### src/rtl/ps2_host_tx.sv
// -----------------------------------------------------------------------------
// ps2_host_tx
//
// PS/2 host-to-device transmitter. Sends one command byte (0xED set-LEDs,
// 0xF4 enable, 0xFF reset, ...) to the keyboard over the shared open-drain
// PS/2 clock/data lines and reports whether the device acknowledged it.
// The scan-code receiver ignores the bus while tx_busy is high.
//
// Frame on the data line, after the start bit: d0..d7, odd parity, stop(1).
// The device clocks the frame; the host changes data just after each falling
// device clock so it is stable at the device's rising-edge sample. The
// eleventh falling edge carries the device ACK (data pulled low).
//
// Parameters
//   P_INHIBIT_CYC  clk cycles the ps2 clock is held low before the data line
//                  is released to the device (inhibit + request-to-send).
//                  Must be >= 2.
//   P_TIMEOUT_CYC  max clk cycles allowed between device clock falls.
//
// Ports
//   clk          in   system clock
//   rst_n        in   asynchronous reset, active-low
//   tx_data[7:0] in   command byte, sampled when tx_req is accepted
//   tx_req       in   1-cycle start strobe, accepted only while idle
//   tx_busy      out  high from acceptance through the done/err pulse
//   tx_done      out  1-cycle pulse: frame sent and ACK received
//   tx_err       out  1-cycle pulse: no ACK or timeout
//   ps2_clk_i    in   ps2 clock pad (asynchronous)
//   ps2_dat_i    in   ps2 data pad (asynchronous)
//   ps2_clk_oe   out  1 = pull ps2 clock low, 0 = release
//   ps2_dat_oe   out  1 = pull ps2 data low,  0 = release
// -----------------------------------------------------------------------------
//  state     | meaning
//  ----------+-------------------------------------------------------------
//  IDLE      | lines released, waiting for tx_req
//  INHIBIT   | ps2 clock held low to hold the device off
//  RTS       | start bit driven low while clock still held (one cycle)
//  DATA      | clock released, device clocks out start/data/parity/stop
//  ACK       | stop released, wait for ACK fall, sample data line
//  WAIT_IDLE | ACK seen, wait for both lines back high
//  DONE      | tx_done pulse
//  ERR       | tx_err pulse, lines released
// -----------------------------------------------------------------------------
module ps2_host_tx #(
  parameter logic [24:0] P_INHIBIT_CYC = 25'd5000,
  parameter logic [24:0] P_TIMEOUT_CYC = 25'd750000
) (
  input  logic       clk,
  input  logic       rst_n,
  input  logic [7:0] tx_data,
  input  logic       tx_req,
  output logic       tx_busy,
  output logic       tx_done,
  output logic       tx_err,
  input  logic       ps2_clk_i,
  input  logic       ps2_dat_i,
  output logic       ps2_clk_oe,
  output logic       ps2_dat_oe
);

  typedef enum logic [2:0] {
    S_IDLE,
    S_INHIBIT,
    S_RTS,
    S_DATA,
    S_ACK,
    S_WAIT_IDLE,
    S_DONE,
    S_ERR
  } state_t;

  state_t      state_q, state_d;
  logic [9:0]  frame_q, frame_d;
  logic [3:0]  idx_q, idx_d;
  logic        line_q, line_d;
  logic [24:0] inh_cnt_q, inh_cnt_d;
  logic [24:0] to_cnt_q, to_cnt_d;

  // Pad synchronisers. Bit 2 of the clock chain is the previous synchronised
  // value, used only for fall detection. Both chains reset to 1 (idle bus).
  logic [2:0]  clk_sync_q;
  logic [1:0]  dat_sync_q;

  logic        clk_s;
  logic        dat_s;
  logic        clk_fall;
  logic        in_watch;
  logic        to_expired;

  always_ff @(posedge clk or negedge rst_n) begin
    if (!rst_n) begin
      clk_sync_q <= 3'b111;
      dat_sync_q <= 2'b11;
    end else begin
      clk_sync_q <= {clk_sync_q[1:0], ps2_clk_i};
      dat_sync_q <= {dat_sync_q[0], ps2_dat_i};
    end
  end

  assign clk_s    = clk_sync_q[1];
  assign dat_s    = dat_sync_q[1];
  assign clk_fall = clk_sync_q[2] & ~clk_sync_q[1];

  // Timeout only guards the phases where the device owns the clock.
  assign in_watch   = (state_q == S_DATA) || (state_q == S_ACK) ||
                      (state_q == S_WAIT_IDLE);
  assign to_expired = in_watch && (to_cnt_q >= (P_TIMEOUT_CYC - 25'd1));

  always_ff @(posedge clk or negedge rst_n) begin
    if (!rst_n) begin
      state_q   <= S_IDLE;
      frame_q   <= '1;
      idx_q     <= '0;
      line_q    <= 1'b1;
      inh_cnt_q <= '0;
      to_cnt_q  <= '0;
    end else begin
      state_q   <= state_d;
      frame_q   <= frame_d;
      idx_q     <= idx_d;
      line_q    <= line_d;
      inh_cnt_q <= inh_cnt_d;
      to_cnt_q  <= to_cnt_d;
    end
  end

  // Saturating up-counter, cleared on every device clock fall and whenever
  // the device is not clocking.
  always_comb begin
    to_cnt_d = to_cnt_q;
    if (!in_watch || clk_fall) begin
      to_cnt_d = '0;
    end else if (to_cnt_q != '1) begin
      to_cnt_d = to_cnt_q + 25'd1;
    end
  end

  always_comb begin
    state_d   = state_q;
    frame_d   = frame_q;
    idx_d     = idx_q;
    line_d    = line_q;
    inh_cnt_d = inh_cnt_q;

    case (state_q)
      S_IDLE: begin
        if (tx_req) begin
          frame_d   = {1'b1, ~^tx_data, tx_data};
          idx_d     = '0;
          line_d    = 1'b0;
          // INHIBIT lasts P_INHIBIT_CYC-1 cycles; RTS adds the last one so the
          // clock is held low for exactly P_INHIBIT_CYC cycles in total.
          inh_cnt_d = P_INHIBIT_CYC - 25'd2;
          state_d   = S_INHIBIT;
        end
      end

      S_INHIBIT: begin
        if (inh_cnt_q == '0) begin
          state_d = S_RTS;
        end else begin
          inh_cnt_d = inh_cnt_q - 25'd1;
        end
      end

      S_RTS: begin
        state_d = S_DATA;
      end

      S_DATA: begin
        if (to_expired) begin
          state_d = S_ERR;
        end else if (clk_fall) begin
          line_d  = frame_q[0];
          frame_d = {1'b1, frame_q[9:1]};
          idx_d   = idx_q + 4'd1;
          if (idx_q == 4'd9) begin
            state_d = S_ACK;
          end
        end
      end

      S_ACK: begin
        if (to_expired) begin
          state_d = S_ERR;
        end else if (clk_fall) begin
          state_d = dat_s ? S_ERR : S_WAIT_IDLE;
        end
      end

      S_WAIT_IDLE: begin
        if (to_expired) begin
          state_d = S_ERR;
        end else if (clk_s && dat_s) begin
          state_d = S_DONE;
        end
      end

      S_DONE: begin
        line_d  = 1'b1;
        state_d = S_IDLE;
      end

      S_ERR: begin
        line_d  = 1'b1;
        state_d = S_IDLE;
      end

      default: begin
        line_d  = 1'b1;
        state_d = S_IDLE;
      end
    endcase
  end

  // Outputs decode from the state register only, so an asynchronous reset
  // releases both lines immediately.
  assign ps2_clk_oe = (state_q == S_INHIBIT) || (state_q == S_RTS);
  assign ps2_dat_oe = ((state_q == S_RTS) || (state_q == S_DATA)) && !line_q;
  assign tx_busy    = (state_q != S_IDLE);
  assign tx_done    = (state_q == S_DONE);
  assign tx_err     = (state_q == S_ERR);

endmodule
### config.mk
export PLATFORM = sky130hd
export DESIGN_NAME = ps2_host_tx
export DESIGN_NICKNAME = d
export VERILOG_FILES = /design/src/rtl/ps2_host_tx.sv
export SDC_FILE = /design/constraint.sdc
export NUM_CORES = 1
export LEC_CHECK = 0
export CAP_MARGIN = 10
export CORE_MARGIN = 5
export CORE_UTILIZATION = 55
export CTS_CLUSTER_SIZE = 24
export DETAILED_ROUTE_END_ITERATION = 8
export PLACE_DENSITY = 0.73
export SLEW_MARGIN = 20
export SYNTH_ARGS = -nofsm -noshare
export SYNTH_HDL_FRONTEND = slang
export SYNTH_SLANG_ARGS = --single-unit
### constraint.sdc
create_clock -name clk -period 6.4 [get_ports clk]
set_input_delay 0.96 -clock clk [delete_from_list [all_inputs] [get_ports clk]]
set_output_delay 0.96 -clock clk [all_outputs]
set_load 0.02 [all_outputs]
==> impl_results.md, run 1 <==
- First-pass GRT wire length: 14,700 um
- Category of the worst setup path capture point: output port
- Setup skew after layout: 0.00641 ns
- Pin count of the biggest net entering global routing: 73
- Cell family with the largest share of critical-path delay: buffers and inverters
- Proportion of register bits with asynchronous set or reset after synthesis: 1.00
- Hold/Removal Path Class: reg2reg
- Later-pin clock latency in the skew report: 0.35 ns
- Number of nets in the synthesized netlist: 467
- Share of cells above drive strength 1: 0.118
- Synth warnings: 0
- Cells after Synth: 450
- Final worst-path cycle share: 0.486
- Synth Register Bits: 72
- WP buf/inv: 2
- Nature of the critical path startpoint: flip-flop
- Maximum fanout along the worst path: 19
- Static Leakage: between 1.5 and 2 nW
- Starting DRT DRC Count: 152
- Initial cell density of the core: 0.565
- GRT overflow: 0
- Fmax: 322 MHz
- CP Data Required Time: about 5.4 ns
- Sequential cell area fraction in the yosys report: 0.444
- Post-synth top flop: dfrtp_1
- Synth Cell Area: around 0.0041 mm2
- Total Die Area: ~0.0093 mm2
- Startpoint of the lowest-slack register-to-register path: to_cnt_q[6]$_DFFE_PN0P_
- Highest cell delay on the worst timing path: about 0.72 ns
- Synthesized area divided by synthesized cell count: 9.11 um2
- Max-cap violations: 0
- Number of antenna violations at the first check in global routing: 0
- Layout-stage area growth over the synthesis result: 10.2%
- Count of flip-flops with a built-in enable after synthesis: 0
- Total power after layout: 1.50 mW
- Final GP Congestion: 0.873
- Area inside the core boundary: 0.00725 mm2
- Half-perimeter wire length after detailed placement: 5990 um
- DP Cell Count: 549
- Vertical die dimension: 96.4 um
- CP max stage cell: dfrtp_1
- Non-filler instance count after layout: 565
- Cell types with the largest area share after synthesis: dfrtp_1, dfstp_2, nand2_1
- Ant diodes: 0
- Number of CTS-inserted buffers: 9
- Die W: 96.4 um
- Transition at the pin with the smallest max-transition slack: 1.03 ns
- Outcome: completed
- IR Drop Worst-Case VDD: 272 uV
- Launching element of the worst setup path: state_q[0]$_DFFE_PN0P_
- Min Clock Period, post-route: ~3.1 ns
- Row count: 31
- Min setup slack post-route: 3.29 ns
- Post-Route Setup TNS: 0 ns
- Final Slew Violations: 0
- Number of different library cells in the post-synthesis netlist: ~60
- Number of buffers on the longest clock path: 2
- Port Buffers: 17
- Antenna-violating nets left: 0
- Sequence of cells on the critical path: inv_1, nor2_1, clkdlybuf4s50_1
- CTS clk-pin slew, worst paths: around 0.08 ns
- Count of hold buffers inserted by post-cts repair: 0
- Clock tree sinks: 72
- Worst setup path category: reg2out
- Number of top-level pins: 18
- Hold Vio Cnt, Final: 0
- Pwr dens: approximately 330 mW/mm2
- Setup repair after global routing missed its margin: false
- Remaining routing DRC violations: 0
- Total iterations of the first detailed-routing run: 4
- Number of setup violations in the final report: 0
- CTS tree: done
- Commonest cells post-synth: dfrtp_1, nand2_1, a21oi_1, nor2_1, or3_1
- Final Routed Wirelength: between 8000 and 9000 um
- Buffer count from post-CTS setup fixing: 0
- Min-Delay Startpoint: clk_sync_q[0]$_DFF_PN1_
- Wire length per cell: 15.4 um
- Clock root cell: clkbuf_8
- Final net count: around 480
- FILL cells: roughly 630
- Via count of the first global-routing pass: around 3.3k
- Portion of synthesized cell area occupied by the leading cell type: 0.348
- Most numerous cell in the Yosys netlist: dfrtp_1
- CTS resizes: 0
- CTS H-Tree Depth: 3
- Worst slew margin: 0.309
- DR vias/cell: 6.27
- All-Layer GR Usage: 0.201
- Number of vias in the routed layout: 3,541
- Data arrival, critical path: 2.15 ns
- Worst slack at placement: between 3 and 4 ns
- Library cell with the largest summed area after synthesis: dfrtp_1
-- routing by layer --
metal	vias to the layer above	wire length, um	global-route usage
met2	81	4190	0.325
met3	14	397	0.0547
met4	0	144	0.0771
met5	-	0	0
met1	1732	3950	0.257
li1	1714	-	-
-- path summary, 6_finish.rpt --
path	endpoint	slack, ns	cells after the start
hold / removal	clk_sync_q[1]$_DFF_PN1_	0.36	0
setup / recovery	tx_err	3.29	3
hold reg to reg	clk_sync_q[1]$_DFF_PN1_	0.36	0
setup reg to reg	to_cnt_q[5]$_DFFE_PN0P_	3.40	5
min in group asynchronous	to_cnt_q[10]$_DFFE_PN0P_	0.73	1
max in group asynchronous	to_cnt_q[13]$_DFFE_PN0P_	5.08	1
-- kinds of logic after synthesis --
logic type,share of synthesized area
buffers and inverters,0.0305
muxes,0.0345
DFF,0.444
xor gates and xnor gates,0.0256
AOI/OAI and AO/OA,0.176
and+or+nand+nor,0.277
adders and majority gates,0.0122
-- placed cells by master, fill, tap and decap left out, types with 11 or more instances in the layout --
| master | n |
|---|---|
| dfrtp_1 | 57 |
| nand2_1 | 51 |
| a21oi_1 | 37 |
| nor2_1 | 28 |
| or3_1 | 23 |
| o21ai_0 | 21 |
| nand3_1 | 18 |
| or4_1 | 16 |
| clkdlybuf4s50_1 | 16 |
| dfstp_2 | 15 |
| o31ai_1 | 14 |
| nand4_1 | 12 |
| inv_1 | 11 |
-- stage by stage --
step	instance area, um2	utilization	hold slack [ns]
after global routing	4520	0.623	0.368
final	4520	0.623	0.357
after CTS	4520	0.623	0.359
after floorplan	4100	-	0.345
after global placement	4330	0.597	0.347
after detailed placement	4330	0.597	0.347
-- power by group --
| group | internal [mW] | switching (mW) | leakage (nW) |
|---|---|---|---|
| clock | 0.164 | 0.178 | 0.0989 |
| combinational | 0.210 | 0.292 | 0.756 |
| sequential | 0.561 | 0.0939 | 0.916 |
| total | 0.935 | 0.564 | 1.77 |
-- flip-flops by register name (all words and copies together), names as in the netlist --
signal and count:
frame_q 9, state_q 3, line_q 1, inh_cnt_q 25
idx_q 4, dat_sync_q 2, clk_sync_q 3, to_cnt_q 25
-- area by class of cell --
| class | count | area [um2] | area share |
|---|---|---|---|
| flip-flops and latches | 72 | 1820 | 0.403 |
| inverters | 11 | 41.3 | 0.00914 |
| clock buffers | 10 | 149 | 0.0330 |
| well taps | 99 | 124 | 0.0274 |
| repair buffers | 20 | 190 | 0.0421 |
| clock inverters | 6 | 37.5 | 0.00831 |
| multi-input cells | 347 | 2160 | 0.477 |
(Power assumes the default switching activity.)
==> run 2: changes to the inputs <==
Settings changed: PLACE_DENSITY 0.73 to 0.76.
Clock period 6.4 ns to 2.5 ns, I/O delays scaled along.
==> impl_results.md, run 2 (synthesis gave the netlist of run 1 again) <==
- Share of cells above drive strength 1: 0.178
- Area used by multi-input combinational logic: 0.00221 mm2
- Area inside the core boundary: 0.00725 mm2
- Antenna-violating nets left: 0
- Launching element of the worst setup path: inh_cnt_q[15]$_DFFE_PN0P_
- Outcome: completed
- Count of hold buffers inserted by post-cts repair: 0
- CTS tree: done
- Final net count: 502
- Number of CTS-inserted buffers: 9
- Half-perimeter wire length after detailed placement: 6290 um
- Hold Vio Cnt, Final: 0
- Highest cell delay on the worst timing path: roughly 0.54 ns
- Remaining routing DRC violations: 0
- Pwr dens: 858 mW/mm2
- Met3 usage in global routing: 0.0321
- Transition at the pin with the smallest max-transition slack: 0.902 ns
- Total Die Area: roughly 0.0093 mm2
- Maximum fanout along the worst path: 3
- Post-layout util: 0.659
- Met2 track utilization from global routing: 0.351
- Hold/Removal Path Class: in2async
- Setup crit end: inh_cnt_q[21]$_DFFE_PN0P_
- CTS clk-pin slew, worst paths: ~0.080 ns
- Row count: 31
- Sequence of cells on the critical path: or4_4, or4_4, or3_4, or4b_4, a21oi_2
- Clock root cell: clkbuf_8
- Initial cell density of the core: 0.565
- Fmax: between 400 and 500 MHz
- Commonest non-fill, non-tap cells in the layout: dfrtp_1, nand2_1, a21oi_1
- Largest registers: inh_cnt_q: 25 flops, to_cnt_q: 25 flops, frame_q: 9 flops
- Critical register-to-register path endpoint: inh_cnt_q[21]$_DFFE_PN0P_
- Worst Reg-to-Reg Cells: 5
- Wire length per cell: approximately 16 um
- Grt met1 use: 0.310
- Final GP Congestion: 0.837
- GRT overflow: 0
- Startpoint of the lowest-slack register-to-register path: inh_cnt_q[15]$_DFFE_PN0P_
- GRT busiest layer: met2
- Most common cell after layout, fill and taps aside: dfrtp_1
- Worst setup path category: reg2reg
- Nature of the critical path startpoint: flip-flop
- Die W: 96.4 um
- Number of setup violations in the final report: 0
- Pin count of the biggest net entering global routing: 73
- Setup repair after global routing missed its margin: true
- Ant diodes: 0
- CTS H-Tree Depth: 3
- Via count of the first global-routing pass: between 3k and 4k
- Final Slew Violations: 0
- CP Data Required Time: 2.79 ns
- Setup skew after layout: approximately 0.011 ns
- Total iterations of the first detailed-routing run: 5
- Clock tree sinks: a little over 70
- Vertical die dimension: 96.4 um
- Data arrival, critical path: 2.77 ns
- Number of top-level pins: 18
- Number of antenna violations at the first check in global routing: 0
- DR vias/cell: about 6.2
- Port Buffers: 17
- Number of vias in the routed layout: 3,627
- Static Leakage: between 1.5 and 2 nW
- Sequential Area: 0.00182 mm2
- First-pass GRT wire length: 16,500 um
- Category of the worst setup path capture point: flip-flop
- CP max stage cell: or4_4
- Number of buffers on the longest clock path: 2
- Hold Slack: 0.153 ns
- Layout-stage area growth over the synthesis result: 16.5%
- Later-pin clock latency in the skew report: 0.35 ns
- FILL cells: 574
- Worst slew margin: 0.399
- Cell occurring most often along the worst timing path: or4_4
- Final worst-path cycle share: 0.994
- Starting DRT DRC Count: 162
- Final Routed Wirelength: 9440 um
- Max-cap violations: 0
- Min Clock Period, post-route: 2.48 ns
- All-Layer GR Usage: 0.225
- IR Drop Worst-Case VDD: 593 uV
- Flop2flop setup slack: between 0.015 and 0.02 ns
[run 2: cell count changes in the layout (fill, tap and decap cells not counted), sizes merged]
cell,previous run,this run
buf,4,28
inv,15,11
clkinv,1,4
bufinv,0,1
clkbuf,10,9
clkinvlp,1,2
[run 2: power breakdown]
part           internal, mW  switching, mW
Sequential             1.44          0.164
Clock                 0.460          0.456
Combinational         0.664          0.916
[run 2: final cells by class]
| cell class | count | area share |
|---|---|---|
| clock inverters | 7 | 0.0152 |
| repair buffers | 44 | 0.0809 |
| multi-input cells | 347 | 0.462 |
| clock buffers | 9 | 0.0259 |
| flip-flops and latches | 72 | 0.381 |
| well taps | 99 | 0.0259 |
| inverters | 11 | 0.00864 |
[run 2: stage by stage]
| stage | cell area [um2] | power (mW) | instances | setup WS [ns] | setup TNS (ns) |
|---|---|---|---|---|---|
| 3_3_place_gp | 4500 | 3.07 | 569 | 0.0564 | 0 |
| 6_report | 4780 | 4.10 | 589 | 0.0153 | 0 |
| 3_5_place_dp | 4500 | 3.12 | 569 | 0.0167 | 0 |
| 4_1_cts | 4710 | 4.09 | 586 | 0.0140 | 0 |
| 2_1_floorplan | 4110 | 2.62 | 450 | -0.0476 | -0.0476 |
| 5_1_grt | 4780 | 4.38 | 589 | -0.0315 | -0.0498 |
[run 2: critical path: cells and delay by family (launching register included)]
family / cells / cell delay [ns]
AO/OA/AOI/OAI: 1 / 0.12
AND/OR/NAND/NOR: 4 / 1.93
flip-flops: 1 / 0.38
[run 2: worst min path at each step]
stage	startpoint	end	slack (ns)
2_1_floorplan	rst_n	idx_q[0]$_DFFE_PN0P_	0.08
3_3_place_gp	clk_sync_q[0]$_DFF_PN1_	clk_sync_q[1]$_DFF_PN1_	0.35
3_5_place_dp	clk_sync_q[0]$_DFF_PN1_	clk_sync_q[1]$_DFF_PN1_	0.35
4_1_cts	rst_n	inh_cnt_q[23]$_DFFE_PN0P_	0.18
5_1_grt	rst_n	inh_cnt_q[23]$_DFFE_PN0P_	0.23
6_report	rst_n	inh_cnt_q[14]$_DFFE_PN0P_	0.15
[run 2: routing by layer]
| layer | vias to the layer above | share of wire |
|---|---|---|
| li1 | 1770 | - |
| met1 | 1760 | 0.47 |
| met2 | 77 | 0.47 |
| met3 | 20 | 0.035 |
| met4 | 0 | 0.023 |
| met5 | - | 0 |
[run 2: what timing repair did]
item	in CTS	in global routing
pin swaps	0	1
buffers inserted	0	3
setup endpoints to repair	1	11
cloned	1	0
gates resized for setup	1	11
hold endpoints to repair	0	0
